### config.mk
export PLATFORM = sky130hd
export DESIGN_NAME = inst_loader
export DESIGN_NICKNAME = d
export VERILOG_FILES = /design/src/rtl/loader_pkg.sv /design/src/rtl/key_debounce.sv /design/src/rtl/inst_loader.sv
export SDC_FILE = /design/constraint.sdc
export NUM_CORES = 1
export LEC_CHECK = 0
export ABC_AREA = 0
export CAP_MARGIN = 20
export CORE_MARGIN = 2
export CORE_UTILIZATION = 30
export CTS_CLUSTER_DIAMETER = 120
export DETAILED_ROUTE_END_ITERATION = 8
export PLACE_DENSITY = 0.64
export SYNTH_ARGS = -nofsm -noshare
export SYNTH_HDL_FRONTEND = slang
export SYNTH_HIERARCHICAL = 1
export SYNTH_SLANG_ARGS = --single-unit
### constraint.sdc
create_clock -name CLOCK_50 -period 2.07 [get_ports CLOCK_50]
set_input_delay 0.207 -clock CLOCK_50 [delete_from_list [all_inputs] [get_ports CLOCK_50]]
set_output_delay 0.207 -clock CLOCK_50 [all_outputs]
set_load 0.1 [all_outputs]
### src/rtl/loader_pkg.sv
// Shared constants for the instruction loader: FSM encoding, debounce default, display layout.
package loader_pkg;

   localparam logic [2:0] IDLE     = 3'd0;
   localparam logic [2:0] WRITE    = 3'd1;
   localparam logic [2:0] READ     = 3'd2;
   localparam logic [2:0] CHECK    = 3'd3;
   localparam logic [2:0] INC      = 3'd4;
   localparam logic [2:0] WAIT_REL = 3'd5;

   // 10 ms at 50 MHz
   localparam int unsigned DEBOUNCE_CYC_DEFAULT = 500000;

   localparam int unsigned DISP_PTR_LSB  = 24;
   localparam int unsigned DISP_PTR_W    = 8;
   localparam int unsigned DISP_DATA_LSB = 0;
   localparam int unsigned DISP_DATA_W   = 16;

endpackage

### src/rtl/key_debounce.sv
// Pushbutton conditioner: 2-flop synchronizer, stability counter and a one-cycle
// strobe on each accepted release-to-press (1->0) transition.
module key_debounce
   import loader_pkg::*;
#(
   parameter int unsigned DEBOUNCE_CYC = DEBOUNCE_CYC_DEFAULT
) (
   input  logic CLOCK_50,
   input  logic RESET,
   input  logic key_n,
   output logic level,
   output logic press
);

   localparam int unsigned CNT_W = (DEBOUNCE_CYC > 1) ? $clog2(DEBOUNCE_CYC) : 1;
   localparam logic [CNT_W-1:0] CNT_MAX = CNT_W'(DEBOUNCE_CYC - 1);

   logic             sync_q1;
   logic             sync_q2;
   logic [CNT_W-1:0] cnt_q;

   always_ff @(posedge CLOCK_50) begin
      if (RESET) begin
         sync_q1 <= 1'b1;
         sync_q2 <= 1'b1;
         level   <= 1'b1;
         cnt_q   <= '0;
         press   <= 1'b0;
      end else begin
         sync_q1 <= key_n;
         sync_q2 <= sync_q1;
         press   <= 1'b0;
         // Count only while the synced input disagrees with the accepted level.
         if (sync_q2 == level) begin
            cnt_q <= '0;
         end else if (cnt_q == CNT_MAX) begin
            level <= sync_q2;
            cnt_q <= '0;
            press <= level;
         end else begin
            cnt_q <= cnt_q + 1'b1;
         end
      end
   end

endmodule

### src/rtl/inst_loader.sv
// Operator-driven instruction RAM writer. Define INST_LOADER_READBACK_EN to add a
// read-after-write verify pass (mem_q input, sticky verify_err output).
module inst_loader
   import loader_pkg::*;
#(
   parameter int unsigned ADDR_W       = 8,
   parameter int unsigned DATA_W       = 16,
   parameter int unsigned DEBOUNCE_CYC = DEBOUNCE_CYC_DEFAULT
) (
   input  logic              CLOCK_50,
   input  logic              RESET,
   input  logic              wr_key_n,
   input  logic [DATA_W-1:0] sw_data,
   input  logic              run,
`ifdef INST_LOADER_READBACK_EN
   input  logic [DATA_W-1:0] mem_q,
   output logic              verify_err,
`endif
   output logic [ADDR_W-1:0] mem_addr,
   output logic [DATA_W-1:0] mem_data,
   output logic              mem_wren,
   output logic [ADDR_W:0]   count,
   output logic              full,
   output logic              busy,
   output logic [31:0]       disp
);

   localparam logic [ADDR_W:0] FULL_CNT = {1'b1, {ADDR_W{1'b0}}};

   logic              key_level;
   logic              key_press;
   logic [2:0]        state_q;
   logic [2:0]        state_d;
   logic [ADDR_W-1:0] wr_ptr_q;
   logic [ADDR_W-1:0] ptr_inc;
   logic [ADDR_W:0]   count_inc;
   logic [31:0]       ptr_ext;
   logic [31:0]       data_ext;
   logic [31:0]       disp_d;

   key_debounce #(
      .DEBOUNCE_CYC(DEBOUNCE_CYC)
   ) u_key (
      .CLOCK_50(CLOCK_50),
      .RESET   (RESET),
      .key_n   (wr_key_n),
      .level   (key_level),
      .press   (key_press)
   );

   assign ptr_inc   = wr_ptr_q + 1'b1;
   assign count_inc = count + 1'b1;
   assign ptr_ext   = 32'(ptr_inc);
   assign data_ext  = 32'(mem_data);
   assign busy      = (state_q != IDLE);
   // Gated by RESET so a reset landing on the WRITE cycle suppresses the write.
   assign mem_wren  = (state_q == WRITE) && !RESET;

   always_comb begin
      disp_d = '0;
      disp_d[DISP_PTR_LSB +: DISP_PTR_W]   = ptr_ext[DISP_PTR_W-1:0];
      disp_d[DISP_DATA_LSB +: DISP_DATA_W] = data_ext[DISP_DATA_W-1:0];
   end

   always_comb begin
      state_d = state_q;
      unique case (state_q)
         IDLE:     if (key_press) state_d = (!run && !full) ? WRITE : WAIT_REL;
`ifdef INST_LOADER_READBACK_EN
         WRITE:    state_d = READ;
         READ:     state_d = CHECK;
         CHECK:    state_d = INC;
`else
         WRITE:    state_d = INC;
`endif
         INC:      state_d = WAIT_REL;
         WAIT_REL: if (key_level) state_d = IDLE;
         default:  state_d = IDLE;
      endcase
   end

   always_ff @(posedge CLOCK_50) begin
      if (RESET) begin
         state_q  <= IDLE;
         wr_ptr_q <= '0;
         mem_addr <= '0;
         mem_data <= '0;
         count    <= '0;
         full     <= 1'b0;
         disp     <= '0;
      end else begin
         state_q <= state_d;
         if (state_q == IDLE && key_press && !run && !full) begin
            mem_data <= sw_data;
            mem_addr <= wr_ptr_q;
         end
         if (state_q == INC) begin
            wr_ptr_q <= ptr_inc;
            disp     <= disp_d;
            if (count != FULL_CNT) count <= count_inc;
            if (count_inc == FULL_CNT) full <= 1'b1;
         end
      end
   end

`ifdef INST_LOADER_READBACK_EN
   always_ff @(posedge CLOCK_50) begin
      if (RESET) begin
         verify_err <= 1'b0;
      end else if (state_q == CHECK && mem_q != mem_data) begin
         verify_err <= 1'b1;
      end
   end
`endif

endmodule
=== Word-level counts from Yosys, hierarchy flattened ===
Index checks and enable logic that the tools add are counted.

* Output and inout port bits: 68
* Word-level logic and storage cells: 46
* Memories kept: 0
* Bits in writable memories: 0
* Bits of input ports: 20
* Bits in read-only memories: 0
* Register bits: 92
* Bits in latches: 0

* Add/subtract/negate cells: 3
* Magnitude comparators: 0
* Divide/modulo/power cells: 0
* Mux-type cells: 4
* Bitwise gates (word level): 2
* Equality and inequality tests: 9
* Multiply operators: 0
* Reduce and logical (&&, ||, !) cells: 16
* Shift operators: 0

{| class="wikitable"
|+ Operators by type and width
! cell !! number
|-
| 19-bit by 1-bit adder with 19-bit output (second input constant) || 1
|-
| 19-bit equality test (second input constant) || 1
|-
| 3-bit one-hot mux with 4 select lines || 1
|-
| 9-bit by 1-bit adder with 9-bit output (second input constant) || 1
|-
| 9-bit equality test (second input constant) || 1
|-
| 3-bit 2-to-1 mux || 3
|-
| 9-bit inequality test (second input constant) || 1
|-
| 8-bit by 1-bit adder with 8-bit output (second input constant) || 1
|-
| 2-bit AND reduction || 4
|-
| 3-bit equality test (second input constant) || 2
|-
| 3-bit OR reduction || 2
|-
| 1-bit logical AND || 5
|-
| 2-bit by 1-bit inequality test with 1-bit output (second input constant) || 2
|-
| 3-bit by 1-bit equality test with 1-bit output (second input constant) || 1
|-
| 1-bit logical NOT || 3
|-
| 3-bit logical NOT || 1
|-
| 3-bit nonzero test || 1
|-
| 1-bit inverter || 2
|-
| 1-bit equality test || 1
|}

=== Logic depth before layout (Yosys ltp) ===
Gate-level depths: netlist (run 1).

* Depth after elaboration: 5
* Depth in mapped cells: 8
* Gate-level depth less buffers: 7

=== Hierarchy ===
The synthesis (run 1) kept the hierarchy.

{| class="wikitable"
|+ By module, submodules not included
! module !! sequential area each (um^2) !! area each (um^2) !! times used !! cells an instance
|-
| inst_loader || 1201.2 || 2473.6 || 1 || 288
|-
| key_debounce || 460.4 || 1017.2 || 1 || 111
|}

=== Worst setup path before layout (run 1) ===
No wires, ideal clock.

* Kind: register -> register
* Start: reg count[0]
* End: reg full
* Slack: -266 ps
* Arrival: 2260 ps
* Required time: 1994 ps
* Buffers on the path: 0
* Stages on the path, launching flop included: 7
* Setup time: 76 ps
* Clock period less this slack: 2336 ps
* Cells stage by stage: dfxtp_1 -> ha_1 -> nand2_1 -> nor2_1 -> xor2_1 -> or4_1 -> o22ai_1

* Longest elaborated chain between the ends: 3

{| class="wikitable"
|+ RTL lines
! element !! line !! text
|-
| start, declared || inst_loader.sv:22 || <nowiki>output logic [ADDR_W:0] count,</nowiki>
|-
| start signal, assigned || inst_loader.sv:100 || <nowiki>if (count != FULL_CNT) count <= count_inc;</nowiki>
|-
| 9-bit by 1-bit adder with 9-bit output || inst_loader.sv:52 || <nowiki>assign count_inc = count + 1'b1;</nowiki>
|-
| 9-bit equality test || inst_loader.sv:101 || <nowiki>if (count_inc == FULL_CNT) full <= 1'b1;</nowiki>
|-
| 2-bit AND reduction (no source line) || -- ||
|-
| end signal, assigned || inst_loader.sv:89 || <nowiki>full <= 1'b0;</nowiki>
|-
| end signal, assigned || inst_loader.sv:101 ||
|-
| end, declared || inst_loader.sv:23 || <nowiki>output logic full,</nowiki>
|}

No other way between the ends.
A chain may end at the register's enable or synchronous reset.

=== Worst setup path in the final report (run 1) ===
* Start: reg u_key.cnt_q[12]
* End: reg u_key.level

* Longest elaborated chain between the ends: 2

{| class="wikitable"
|+ RTL lines
! element !! line !! text
|-
| start, declared || key_debounce.sv:20 || <nowiki>logic [CNT_W-1:0] cnt_q;</nowiki>
|-
| start signal, assigned || key_debounce.sv:41 || <nowiki>cnt_q <= cnt_q + 1'b1;</nowiki>
|-
| 19-bit equality test || key_debounce.sv:36 || <nowiki>end else if (cnt_q == CNT_MAX) begin</nowiki>
|-
| 2-bit AND reduction (no source line) || -- ||
|-
| end signal, assigned || key_debounce.sv:37 || <nowiki>level <= sync_q2;</nowiki>
|-
| end, declared || key_debounce.sv:11 || <nowiki>output logic level,</nowiki>
|}

No other way between the ends.

==> results of run 1 <==
layout by cell type (no fill, tap or decap), types with 9 or more instances in the layout:
| cell type | instances |
|---|---|
| clkdlybuf4s50_1 | 18 |
| inv_1 | 9 |
| buf_4 | 71 |
| nand3_1 | 11 |
| nand2_1 | 59 |
| nor2_1 | 60 |
| xor2_1 | 16 |
| dfxtp_1 | 76 |
| xnor2_1 | 13 |
| a21oi_1 | 32 |
| mux2i_1 | 21 |
| nand4_1 | 14 |
| clkbuf_16 | 9 |
through the flow:
step,hold slack (ns),instances,area (µm²)
5_1_grt,0.2541,631,4669
6_report,0.2522,631,4669
3_5_place_dp,0.3983,615,4327
2_1_floorplan,0.3108,406,3526
3_3_place_gp,0.3975,615,4327
4_1_cts,0.2411,631,4669
worst reg2reg max path, cell delays in order (launching register included):
cell     delay (ns)
dfxtp_1        0.35
or4_1          0.55
or4_4          0.56
nor2_1         0.22
mux2i_1        0.21
power by group:
group          internal, mW  switching [mW]
Clock                  1.18           0.637
Combinational         0.297           0.624
Sequential             1.64          0.0495
final cells by class:
type	instances	area, µm²
Timing Repair Buffer	93	778.2
Tap cell	143	178.9
Sequential cell	83	1670
Clock inverter	6	113.9
Clock buffer	10	229.0
Inverter	9	33.78
Multi-Input combinational cell	287	1665
Fill cell	1117	6700
layer usage:
metal | up-vias | share of wire | track usage
met5 | - | 0 | 0
li1 | 1494 | - | -
met3 | 7 | 0.061 | 0.03702
met2 | 79 | 0.47 | 0.2032
met1 | 1405 | 0.46 | 0.1629
met4 | 0 | 0.011 | 0.05103
cells by family after synthesis:
logic type                 share of synthesized area
AOI/OAI and AO/OA                            0.06775
xor gates and xnor gates                     0.07276
adders and majority gates                    0.02867
buffers and inverters                        0.05448
DFF                                           0.4760
muxes                                        0.06021
other                                       0.001074
and+or+nand+nor                               0.2391
sequential cells by signal, summed over array words and instances, names as in the netlist:
name / cells
u_key/sync_q1: 1
state_q: 2
u_key/press: 1
wr_ptr_q: 8
u_key/cnt_q: 19
mem_data: 16
count: 9
u_key/sync_q2: 1
disp: 16
mem_addr: 8
u_key/level: 1
full: 1
worst max-delay path by stage:
stage | start | cells past startpoint | slack, ns | to
2_1_floorplan | state_q[2] | 3 | 0.005 | mem_wren
3_3_place_gp | u_key/cnt_q[12] | 5 | 0.18 | u_key/cnt_q[18]
3_5_place_dp | u_key/cnt_q[12] | 4 | 0.13 | u_key/level
4_1_cts | u_key/cnt_q[12] | 4 | 0.10 | u_key/level
5_1_grt | u_key/cnt_q[12] | 4 | 0.05 | u_key/level
6_report | u_key/cnt_q[12] | 4 | 0.11 | u_key/level
==> flow_metrics.env, run 1 <==
export IMPL_status="completed"
export IMPL_gr_total_overflow=0
export IMPL_fin_setup_tns_ns=0
export IMPL_setup_viol=0
export IMPL_cts_buffers=9
export IMPL_grt_pass1_vias=2885
export IMPL_portBuffers=79
export IMPL_min_to="count[0]"
export IMPL_postCtsSetupBuffers=0
export IMPL_dpl_hpwl_mm=5.645
export IMPL_drt_iter0_drc=256
export IMPL_synth_seq_cells=83
export IMPL_diodes=0
export IMPL_path_clk_slew_ns=0.07
export IMPL_ctsHoldBuffers=0
export IMPL_synth_top_area_cell="dfxtp_1"
export IMPL_fp_dieArea_mm2=0.01251
export IMPL_vias=2985
export IMPL_min_path_cells=2
export IMPL_synthFlopType="dfxtp_1"
export IMPL_total_power_mw=4.427
export IMPL_clk_latency_ns=0.33
export IMPL_cts_root_buffer="clkbuf_16"
export IMPL_io_pins=88
export IMPL_synthTopCellsByCount="dfxtp_1, nor2_1, nand2_1, a21oi_1, mux2i_1"
export IMPL_grt_setup_unrepaired="no"
export IMPL_ir_drop_v=0.0006299
export IMPL_crit_type="reg -> reg"
export IMPL_fin_util=0.4107
export IMPL_hp_start="RESET"
export IMPL_synth_area_top_cells="dfxtp_1, nor2_1, nand2_1, mux2i_1, a21oi_1"
export IMPL_critPathSlowestCell="or4_4"
export IMPL_antenna_found_initial=0
export IMPL_nets=511
export IMPL_synth_area_mm2=0.003491
export IMPL_drt_antenna_violating_nets=0
export IMPL_reg2regPathDepth=4
export IMPL_die_h_um=111.9
export IMPL_ys_types=36
export IMPL_clock_skew_final_ns=0.007302
export IMPL_cp_required_ns=2.33
export IMPL_cts_tree="built"
export IMPL_clock_sinks=83
export IMPL_track_usage=0.1276
export IMPL_r2r_start="u_key/cnt_q[12]"
export IMPL_grt_pass1_wl_mm=13.30
export IMPL_async_flop_share=0
export IMPL_die_w_um=111.9
export IMPL_wl_per_cell_um=12.83
export IMPL_drc=0
export IMPL_rows=39
export IMPL_finalHoldViolations=0
export IMPL_synth_area_per_cell_um2=8.749
export IMPL_synth_top_area_share=0.4760
export IMPL_max_freq_mhz=509.9
export IMPL_syn_inst=399
export IMPL_p_leak_nw=1.760
export IMPL_drt_pass1_iter_count=4
export IMPL_finalCritPeriodShare=0.9475
export IMPL_r2r_end="u_key/level"
export IMPL_crit_chain="or4_1, or4_4, nor2_1, mux2i_1"
export IMPL_cp_max_fo=5
export IMPL_power_density_mw_per_mm2=948.1
export IMPL_htree_levels=3
export IMPL_endpoint_kind="flop"
export IMPL_initial_core_util=0.3070
export IMPL_place_congestion=0.8502
export IMPL_arrival_ns=2.22
export IMPL_ys_warnings_count=6
export IMPL_wirelength_mm=8.093
export IMPL_critPathBufInv=0
export IMPL_place_ws_ns=0.1315
export IMPL_r2r_slack_ns=0.11
export IMPL_slowest_delay_ns=0.56
export IMPL_synth_enable_flop_cells=0
export IMPL_core_area_mm2=0.01137
export IMPL_grt_max_degree=32
export IMPL_drive_above_1_share=0.2131
export IMPL_maxCapViolations=0
export IMPL_period_minus_slack_ns=1.961
export IMPL_vias_per_cell=4.731
export IMPL_cts_resized=0
export IMPL_crit_family="simple AND/OR/NAND/NOR gates"
export IMPL_hold_class="in -> reg"
export IMPL_synth_most_common_cell="dfxtp_1"
export IMPL_slew_viol_final=0
export IMPL_area_delta_synth_final_pct=33.76
export IMPL_ys_seq_area_frac=0.4760
export IMPL_cts_buffer_depth=2
export IMPL_start_kind="flop"
export IMPL_worst_slack_ns=0.1087
(Power assumes the default switching activity.)
==> run 2: changes to the inputs <==
--- a/config.mk
+++ b/config.mk
@@ -10,9 +10,9 @@
 export CORE_MARGIN = 2
 export CORE_UTILIZATION = 30
 export CTS_CLUSTER_DIAMETER = 120
+export CTS_CLUSTER_SIZE = 24
 export DETAILED_ROUTE_END_ITERATION = 8
 export PLACE_DENSITY = 0.64
 export SYNTH_ARGS = -nofsm -noshare
 export SYNTH_HDL_FRONTEND = slang
-export SYNTH_HIERARCHICAL = 1
 export SYNTH_SLANG_ARGS = --single-unit
==> flow_metrics.env, run 2 <==
export IMPL_syn_inst=407
export IMPL_arrival_ns=1.97
export IMPL_ys_warnings_count=0
export IMPL_fin_util=0.4019
export IMPL_hold_class="in -> reg"
export IMPL_largest_reg_flops=19
export IMPL_synthTopCellsByCount="dfxtp_1, nand2_1, nor2_1, a21oi_1, xor2_1"
export IMPL_cts_buffers=9
export IMPL_reg_largest_list="u_key.cnt_q: 19 flops, disp: 16 flops, mem_data: 16 flops"
export IMPL_crit_type="reg -> reg"
export IMPL_critPathBufInv=0
export IMPL_diodes=0
export IMPL_rows=39
export IMPL_cp_required_ns=2.28
export IMPL_synth_area_per_cell_um2=8.777
export IMPL_htree_levels=3
export IMPL_vias_per_cell=4.727
export IMPL_r2r_start="u_key.cnt_q[0]"
export IMPL_slew_viol_final=0
export IMPL_synth_top_area_cell="dfxtp_1"
export IMPL_power_density_mw_per_mm2=882.5
export IMPL_antenna_found_initial=0
export IMPL_die_h_um=113.1
export IMPL_track_usage=0.1261
export IMPL_min_to="count[7]"
export IMPL_hp_start="RESET"
export IMPL_final_common_cell="dfxtp_1"
export IMPL_nets=508
export IMPL_violations="design-rule violations"
export IMPL_start_kind="flop"
export IMPL_num_fill_cells=1171
export IMPL_grt_setup_unrepaired="no"
export IMPL_synth_enable_flop_cells=0
export IMPL_synth_most_common_cell="dfxtp_1"
export IMPL_die_w_um=113.1
export IMPL_critPathSlowestCell="o21bai_4"
export IMPL_initial_core_util=0.3102
export IMPL_mostFrequentLayoutCells="dfxtp_1, nand2_1, buf_4"
export IMPL_p_leak_nw=1.781
export IMPL_wl_per_cell_um=12.67
export IMPL_ir_drop_v=0.0003934
export IMPL_synth_top_area_share=0.4651
export IMPL_drt_pass1_iter_count=9
export IMPL_clk_latency_ns=0.33
export IMPL_clock_sinks=83
export IMPL_finalCritPeriodShare=0.8520
export IMPL_regMostFlops="u_key.cnt_q"
export IMPL_fin_setup_tns_ns=0
export IMPL_synth_area_top_cells="dfxtp_1, nand2_1, nor2_1, mux2i_1, xor2_1"
export IMPL_maxCapViolations=0
export IMPL_crit_chain="ha_1, and4_1, nand4_4, o21bai_4, nor2_1"
export IMPL_ctsHoldBuffers=0
export IMPL_gr_total_overflow=0
export IMPL_endpoint_kind="flop"
export IMPL_ys_seq_area_frac=0.4651
export IMPL_clock_skew_final_ns=0.007457
export IMPL_placedInstanceArea_mm2=0.004332
export IMPL_portBuffers=79
export IMPL_r2r_slack_ns=0.31
export IMPL_synthFlopType="dfxtp_1"
export IMPL_synth_seq_cells=83
export IMPL_max_freq_mhz=567.0
export IMPL_status="finished with violations"
export IMPL_drt_antenna_violating_nets=0
export IMPL_ys_types=43
export IMPL_cts_root_buffer="clkbuf_16"
export IMPL_drive_above_1_share=0.1983
export IMPL_area_delta_synth_final_pct=29.56
export IMPL_async_flop_share=0
export IMPL_fin_area_mm2=0.004628
export IMPL_path_clk_slew_ns=0.06
export IMPL_grt_pass1_vias=2798
export IMPL_slowest_delay_ns=0.41
export IMPL_drc=8
export IMPL_io_pins=88
export IMPL_cts_buffer_depth=2
export IMPL_postCtsSetupBuffers=0
export IMPL_total_power_mw=4.084
export IMPL_finalHoldViolations=0
export IMPL_setup_viol=0
export IMPL_period_minus_slack_ns=1.764
export IMPL_cts_resized=0
export IMPL_vias=2964
export IMPL_synth_area_mm2=0.003572
export IMPL_min_path_cells=2
export IMPL_dpl_hpwl_mm=5.597
export IMPL_place_congestion=0.8124
export IMPL_wirelength_mm=7.941
export IMPL_drt_iter0_drc=197
export IMPL_crit_family="simple AND/OR/NAND/NOR gates"
export IMPL_r2r_end="u_key.cnt_q[7]"
export IMPL_grt_pass1_wl_mm=13.21
export IMPL_fp_dieArea_mm2=0.01280
export IMPL_reg2regPathDepth=5
export IMPL_core_area_mm2=0.01152
export IMPL_grt_max_degree=56
export IMPL_cp_max_fo=17
export IMPL_cts_tree="built"
[run 2: final cells by class]
class / instances / area [µm²] / area share
multi-input cells: 292 / 1744 / 0.3769
inverters: 10 / 37.54 / 0.008110
flip-flops and latches: 83 / 1668 / 0.3604
clock buffers: 11 / 232.7 / 0.05028
repair buffers: 83 / 703.2 / 0.1519
well taps: 143 / 178.9 / 0.03866
clock inverters: 5 / 63.81 / 0.01379
[run 2: power by group]
part           internal [mW]  switching [mW]
registers               1.63          0.0482
logic                  0.268           0.556
clock network          0.942           0.637
total                   2.84            1.24
[run 2: how the worst max path moves through the flow]
stage / startpoint / to / slack, ns / cells past startpoint
global route: u_key.cnt_q[0] / u_key.cnt_q[10] / 0.09 / 5
detailed placement: u_key.cnt_q[0] / u_key.cnt_q[7] / 0.28 / 5
global placement: u_key.cnt_q[0] / u_key.cnt_q[7] / 0.36 / 5
CTS: u_key.cnt_q[0] / u_key.cnt_q[7] / 0.28 / 5
finish: u_key.cnt_q[0] / u_key.cnt_q[7] / 0.31 / 5
floorplan: count[3] / count[8] / -0.03 / 4
[run 2: stage by stage]
step | setup WS [ns] | std cells | hold slack, ns
3_3_place_gp | 0.3571 | 611 | 0.3947
4_1_cts | 0.2763 | 627 | 0.1854
2_1_floorplan | -0.03357 | 414 | 0.3108
6_report | 0.3064 | 627 | 0.1942
3_5_place_dp | 0.2806 | 611 | 0.4023
5_1_grt | 0.09078 | 627 | 0.1917
[run 2: worst register-to-register path, stage by stage, from the launching register on]
cell and delay (ns):
dfxtp_1 0.34, ha_1 0.20, and4_1 0.40, nand4_4 0.18, o21bai_4 0.41, nor2_1 0.11
[run 2: cells by family after synthesis]
kind of cell | after synthesis | share of synthesized area
AOI/OAI and AO/OA | 55 | 0.09248
muxes | 20 | 0.05674
other | 1 | 0.001050
DFF | 83 | 0.4651
xor gates and xnor gates | 24 | 0.05884
and+or+nand+nor | 176 | 0.2389
buffers and inverters | 39 | 0.05534
adders and majority gates | 9 | 0.03152
[run 2: layer usage]
layer / part of all wire / vias up / routed length (µm) / GRT usage
met5: 0 / - / 0 / 0
met1: 0.45 / 1383 / 3549 / 0.1540
met2: 0.48 / 69 / 3812 / 0.2092
li1: - / 1506 / - / -
met4: 0.012 / 0 / 98 / 0.05041
met3: 0.060 / 6 / 480 / 0.03642
